<file path="config.mk">
export PLATFORM = sky130hd
export DESIGN_NAME = qual
export DESIGN_NICKNAME = d
export VERILOG_FILES = /design/src/rtl/qual.sv
export SDC_FILE = /design/constraint.sdc
export NUM_CORES = 1
export LEC_CHECK = 0
export CORE_AREA = 4 4 41 43
export DETAILED_ROUTE_END_ITERATION = 7
export DIE_AREA = 0 0 45 47
export GPL_TIMING_DRIVEN = 0
export HOLD_SLACK_MARGIN = 0.03
export PLACE_DENSITY = 0.46
export SLEW_MARGIN = 30
export SYNTH_ARGS = -nofsm -noshare
export SYNTH_HDL_FRONTEND = slang
export SYNTH_SLANG_ARGS = --single-unit
</file>
<file path="constraint.sdc">
create_clock -name aclk -period 1.3 [get_ports aclk]
set_input_delay 0.195 -clock aclk [delete_from_list [all_inputs] [get_ports aclk]]
set_output_delay 0.195 -clock aclk [all_outputs]
set_load 0.05 [all_outputs]
</file>
<file path="src/rtl/qual.sv">
// Trigger qualifier: turns the first rising edge on any din bit (while start is high)
// into one four-phase write/write_ack handshake. Define QUAL_INPUT_SYNC_EN to add a
// two-flop synchronizer on din.
module qual #(
  parameter int L = 4
) (
  input  logic         aclk,
  input  logic         areset,
  input  logic         start,
  input  logic [L-1:0] din,
  output logic         write,
  input  logic         write_ack
);

  typedef enum logic [1:0] {
    IDLE    = 2'd0,
    REQ     = 2'd1,
    RELEASE = 2'd2
  } state_t;

  state_t       state;
  state_t       state_nxt;
  logic [L-1:0] din_q;
  logic [L-1:0] din_d;
  logic [L-1:0] rise;
  logic         evt;

`ifdef QUAL_INPUT_SYNC_EN
  logic [L-1:0] sync_p0;
  logic [L-1:0] sync_p1;

  // Synchronizer stages: din may be asynchronous to aclk
  always_ff @(posedge aclk or posedge areset) begin
    if (areset) begin
      sync_p0 <= '0;
      sync_p1 <= '0;
    end else begin
      sync_p0 <= din;
      sync_p1 <= sync_p0;
    end
  end

  assign din_q = sync_p1;
`else
  assign din_q = din;
`endif

  // Edge-detector delay stage, free running regardless of start or state
  always_ff @(posedge aclk or posedge areset) begin
    if (areset) begin
      din_d <= '0;
    end else begin
      din_d <= din_q;
    end
  end

  assign rise = din_q & ~din_d;
  assign evt  = start & (|rise);

  // Events outside IDLE fall through the default hold and are simply lost
  always_comb begin
    state_nxt = state;
    unique case (state)
      IDLE:    if (evt)        state_nxt = REQ;
      REQ:     if (write_ack)  state_nxt = RELEASE;
      RELEASE: if (!write_ack) state_nxt = IDLE;
      default:                 state_nxt = IDLE;
    endcase
  end

  // write is registered from the next state so it changes on the same edge as the FSM
  always_ff @(posedge aclk or posedge areset) begin
    if (areset) begin
      state <= IDLE;
      write <= 1'b0;
    end else begin
      state <= state_nxt;
      write <= (state_nxt == REQ);
    end
  end

endmodule

</file>
# --- Word-level counts from Yosys, hierarchy flattened ---
# Cells that the tools add are included.
totals:
  word_cells: 15
  register_bits: 7
  input_bits: 8
op_classes:
  n_mux: 4
  bitwise: 3
  n_eq_ne: 3
  reduce_logical: 2
ops:
  columns: ["op", "n"]
  rows:
  - ["$mux 2", 3]
  - ["$pmux 2 s3", 1]
  - ["$and 4x4->4", 1]
  - ["$eq 2x1->1 const B", 2]
  - ["$not 4->4", 1]
  - ["$reduce_or 4->1", 1]
  - ["$eq 2x2->1 const B", 1]
  - ["$logic_not 2->1", 1]
  - ["$and 1x1->1", 1]

# --- Logic depth before layout (Yosys ltp) ---
# Gate-level depths: netlist of run 1.
logic_depth:
  ltp_word: 7
  depth_mapped: 3
  mapped_depth_nobuf: 3

# --- Worst setup path after synthesis of run 1 ---
# No wires, ideal clock.
synth_timing:
  path_type: "reg-to-reg"
  from: "reg din_d[0]"
  to: "reg state[0]"
  setup_slack_ns: 0.420
  stages_incl_launch_ff: 4
  arrival_ns: 0.759
  period_less_slack_ns: 0.880
  required_ns: 1.178
  path_buffers: 0
  setup_time_ns: 0.122
  cell_sequence: "dfrtp_1 nand2b_2 o2111ai_2 a32o_1"
synth_via:
  elab_chain_cells: 6
synth_rtl:
  columns: ["element", "line_no", "rtl"]
  rows:
  - ["start: declaration", "24", "logic [L-1:0] din_d;"]
  - ["start signal: assignment", "53", "din_d <= din_q;"]
  - ["$not 4->4", "57", "assign rise = din_q & ~din_d;"]
  - ["$and 4x4->4", "57", null]
  - ["$reduce_or 4->1", "58", "assign evt = start & (|rise);"]
  - ["$and 1x1->1", "58", null]
  - ["$mux 2", "64", "IDLE: if (evt) state_nxt = REQ;"]
  - ["$pmux 2 s3", "63", "unique case (state)"]
  - ["net state_nxt[0]", "22", "state_t state_nxt;"]
  - ["end signal: assignment", "77", "state <= state_nxt;"]
  - ["end: declaration", "21", "state_t state;"]
# The timed path passes the listed nets, and every way through them passes these cells.

# --- Final worst setup path of run 1 ---
layout_timing:
  from: "reg write"
  to: "out write"
layout_lines:
  columns: ["element", "line_no", "rtl"]
  rows:
  - ["start: declaration", "11", "output logic write,"]
  - ["start signal: assignment", "78", "write <= (state_nxt == REQ);"]
# No word-level cell between the ends.

==> results.py, run 1 <==
metrics = {
    "timing": {
        "setup-violations-final": 0,
        "slew_headroom": 0.674,
        "fin_crit_sh": 0.959,
        "report.final.slew_viol_count": 0,
        "fin_hold_ws_ns": 0.179,
        "max_freq_mhz": 802,
        "fin_tns_setup_ns": 0,
        "period_needed_ns": 1.25,
        "clock_skew_ns": 0.00637,
        "tightest_slew_ns": 0.491,
        "rsz0062_at_grt": "no",
        "hold_viol_final": 0,
    },
    "routing": {
        "drt_pass1_iterations": 1,
        "wl_per_cell_um": 10.5,
        "vias": 189,
        "wl_um": 485,
        "via_per_inst": 4.11,
        "drtIter0Drc": 0,
        "ant_nets": 0,
        "drc": 0,
    },
    "final_layout": {
        "seq_area_um2": 175,
        "diodes": 0,
        "fin_util": 0.299,
        "final_cell_mix": "7 x dfrtp_1, 7 x clkdlybuf4s50_1, 3 x clkbuf_4",
        "area_growth_pct": 47.4,
        "fin_nets": 40,
        "fill_cells": 152,
        "multiInputGateArea_um2": 81.3,
        "drive_above_1_share": 0.194,
    },
    "hold_path": {
        "hp-class": "input pin to async pin",
    },
    "floorplanning": {
        "num_rows": 13,
        "dieHeight_um": 47,
        "coreArea_um2": 1300,
        "floorplan.initialDensity": 0.203,
        "pin_count": 9,
        "die_area_um2": 2120,
        "die_w_um": 45,
    },
    "synth": {
        "ys_seq_area_frac": 0.664,
        "syn_inst": 19,
        "ys_seq_elements": 7,
        "synth_nets": 27,
        "syn_avg_cell_area_um2": 13.9,
        "synth_warnings": 0,
        "synth_area_um2": 264,
        "synth_cell_types": 9,
    },
    "clock_tree": {
        "holdBufCountCts": 0,
        "clock_latency_ns": 0.24,
        "cts_buffer_depth": 2,
        "clk_pin_slew_worst_paths_ns": 0.05,
        "cts.sinks": 7,
        "h-tree-depth": 1,
        "cts_tree": "done",
        "cts_made_buffers": 3,
        "post_cts_buffers": 0,
        "root_buffer": "clkbuf_4",
    },
    "global_route": {
        "track_usage": 0.0558,
        "grt_pass1_vias": 201,
        "grt_pass1_wl_um": 752,
        "antenna_found_initial": 0,
        "grt_max_degree": 8,
        "overflow": 0,
    },
    "power": {
        "power.static_leakage_nw": 0.170,
        "ir_drop_mv": 0.774,
        "power_density_nw_per_um2": 1730,
        "p_total_mw": 0.672,
    },
    "critical_path": {
        "cp_cell_sequence": "clkdlybuf4s15_1",
        "cp_num_buf_inv": 1,
        "start_kind": "register",
        "cp.arrival_ns": 1.05,
        "cp_top_family": "buffers and inverters",
        "slowest_delay_ns": 0.49,
        "path_class": "register to output port",
        "crit_path_top_delay_cell": "clkdlybuf4s15_1",
        "crit_required_ns": 1.11,
        "cp-end-kind": "output port",
        "crit_fanout": 1,
    },
    "run": {
        "max_cap_viol_count": 0,
    },
    "placed_design": {
        "place.gp.congestion": 0.625,
        "port_buffers": 8,
    },
    "status": {
        "outcome": "completed",
    },
}
where the power goes:
group          total [mW]  internal [mW]  switching [mW]
clock               0.186          0.116          0.0693
combinational       0.189         0.0837           0.105
sequential          0.297          0.265          0.0325
area by class of cell:
class	count	area share
multi-input cells	10	0.209
inverters	2	0.0193
clock buffers	4	0.0675
flip-flops and latches	7	0.450
well taps	15	0.0482
repair buffers	8	0.206
path summary, 6_finish.rpt:
kind | startpoint | endpoint | slack [ns] | cells past startpoint
hold reg to reg | state[0] | state[0] | 0.58 | 1
setup reg to reg | din_d[3] | write | 0.36 | 3
hold / removal | areset | state[1] | 0.18 | 2
max in group asynchronous | areset | din_d[1] | 0.91 | 2
min in group aclk | din[1] | din_d[1] | 0.43 | 1
setup / recovery | write | write | 0.05 | 1
repair_timing:
action,in CTS,in global routing
cloned,0,0
setup endpoints to repair,1,1
pin swaps,0,0
gates resized for setup,1,1
registers in the layout, indices dropped and copies added, names as in the netlist:
register and cells:
din_d 4, state 2, write 1
kinds of logic after synthesis:
group | after synthesis | synth area share
flip-flops | 7 | 0.664
AND/OR/NAND/NOR | 6 | 0.142
AO/OA/AOI/OAI | 3 | 0.133
buffers and inverters | 2 | 0.0284
XOR/XNOR | 1 | 0.0332
Yosys cell counts:
cell | count | area [um^2]
xor2_1 | 1 | 8.76
nor2_1 | 2 | 7.51
a32o_1 | 2 | 20.0
o2111ai_2 | 1 | 15.0
nand2b_2 | 2 | 17.5
nand2b_1 | 1 | 6.26
and2_1 | 1 | 6.26
dfrtp_1 | 7 | 175
inv_1 | 2 | 7.51
routing by layer:
metal  track usage  vias up  share of wire
li1              -       89              -
met1        0.0373       89           0.35
met2         0.102       11           0.49
met3        0.0690        0           0.16
met4             0        0              0
met5             0        -              0
metrics by stage:
stage / setup slack [ns] / cells / instance area (um^2)
global route: 0.0109 / 46 / 389
finish: 0.0537 / 46 / 389
detailed placement: 0.00388 / 42 / 363
CTS: 0.00881 / 46 / 388
global placement: 0.00618 / 42 / 363
floorplan: 0.420 / 19 / 264
(Power assumes the default switching activity.)
==> run 2, diff against run 1 <==
CORE_AREA = 10 10 47 49   (was 4 4 41 43)
DIE_AREA = 0 0 57 59   (was 0 0 45 47)
==> run 2 against run 1 <==
Register-to-register slack hardly changed; maximum frequency hardly changed; clock power is 3% higher; via count is 2.6% lower; wire length is 7.2% higher; total power is 0.38% higher; sequential share of layout area is 0.14 points lower.
==> results.py, run 2 (synthesis gave the netlist of run 1 again) <==
metrics = {
    "floorplanning": {
        "pin_count": 9,
        "floorplan.initialDensity": 0.188,
        "die_w_um": 57,
        "die_area_um2": 3360,
        "dieHeight_um": 59,
        "num_rows": 14,
        "coreArea_um2": 1400,
    },
    "global_route": {
        "antenna_found_initial": 0,
        "grt_pass1_vias": 235,
        "grtUsageMet1": 0.0396,
        "grt_busiest_layer": "met2",
        "grt_pass1_wl_um": 945,
        "track_usage": 0.0386,
        "grt_use_met3": 0.0429,
        "grt_use_met2": 0.0512,
        "grt_max_degree": 8,
        "overflow": 0,
    },
    "timing": {
        "report.final.slew_viol_count": 0,
        "finalWorstSetupSlack_ns": 0.0546,
        "rsz0062_at_grt": "no",
        "tightest_slew_ns": 0.485,
        "fin_tns_setup_ns": 0,
        "period_needed_ns": 1.25,
        "fin_hold_ws_ns": 0.177,
        "max_freq_mhz": 803,
        "clock_skew_ns": 0.00141,
        "fin_crit_sh": 0.958,
        "setup-violations-final": 0,
        "hold_viol_final": 0,
        "slew_headroom": 0.678,
    },
    "critical_path": {
        "cp_num_buf_inv": 1,
        "cp_top_family": "buffers and inverters",
        "slowest_delay_ns": 0.49,
        "cp_cell_sequence": "clkdlybuf4s15_1",
        "start_kind": "register",
        "crit_path_top_delay_cell": "clkdlybuf4s15_1",
        "crit_fanout": 1,
        "path_class": "register to output port",
        "cp-end-kind": "output port",
        "cp.arrival_ns": 1.05,
        "crit_required_ns": 1.11,
    },
    "final_layout": {
        "design_area_um2": 390,
        "multiInputGateArea_um2": 81.3,
        "drive_above_1_share": 0.194,
        "stdcell_count": 47,
        "seq_area_um2": 175,
        "fill_cells": 155,
        "reg_top3": "din_d: 4 flops, state: 2 flops, write: 1 flops",
        "largest_reg_flops": 4,
        "top_register": "din_d",
        "area_growth_pct": 47.9,
        "final_cell_mix": "7 x dfrtp_1, 7 x clkdlybuf4s50_1, 3 x clkbuf_4",
        "fin_nets": 40,
        "diodes": 0,
        "fin_util": 0.279,
    },
    "clock_tree": {
        "cts.sinks": 7,
        "cts_buffer_depth": 2,
        "clk_pin_slew_worst_paths_ns": 0.05,
        "cts_tree": "done",
        "h-tree-depth": 1,
        "holdBufCountCts": 0,
        "root_buffer": "clkbuf_4",
        "clock_latency_ns": 0.25,
        "cts_made_buffers": 3,
    },
    "placed_design": {
        "place.gp.congestion": 0.685,
        "post-dp-hpwl_um": 421,
        "place_inst": 43,
        "dp_slack_ns": 0.00295,
        "port_buffers": 8,
        "placed_area_um2": 364,
    },
    "routing": {
        "wl_um": 520,
        "vias": 184,
        "ant_nets": 0,
        "via_per_inst": 3.91,
        "drc": 0,
        "wl_per_cell_um": 11.1,
        "drtIter0Drc": 0,
        "drt_pass1_iterations": 1,
    },
    "hold_path": {
        "hp-class": "input pin to async pin",
    },
    "power": {
        "p_total_mw": 0.675,
        "ir_drop_mv": 0.586,
        "power.static_leakage_nw": 0.170,
        "power_density_nw_per_um2": 1730,
    },
    "run": {
        "max_cap_viol_count": 0,
    },
    "status": {
        "outcome": "completed",
    },
}
run 2: area by class of cell:
cell class	count	area share
well taps	16	0.0513
inverters	2	0.0192
flip-flops and latches	7	0.449
repair buffers	8	0.205
multi-input cells	10	0.208
clock buffers	4	0.0673
run 2: power by group:
group | leakage, nW | internal (mW) | switching (mW)
clock | 0.0150 | 0.117 | 0.0738
sequential | 0.0852 | 0.265 | 0.0329
combinational | 0.0703 | 0.0834 | 0.103
total | 0.170 | 0.465 | 0.210
run 2: final timing paths:
path	startpoint	endpoint	slack, ns	depth (start not counted)
worst min register to register	state[0]	write	0.58	1
max in group asynchronous	areset	state[0]	0.91	2
worst max-delay path	write	write	0.05	1
worst min-delay path	areset	din_d[1]	0.18	2
min in group aclk	din[1]	din_d[1]	0.42	1
worst max register to register	din_d[0]	state[0]	0.36	3
run 2: what timing repair did:
action                     CTS  global route
setup endpoints to repair    1             1
buffers inserted             0             0
resized for setup            1             1
run 2: layer usage:
layer / wire length (um) / vias to the layer above
li1: - / 88
met1: 255 / 85
met2: 202 / 11
met3: 62 / 0
met4: 0 / 0
met5: 0 / -
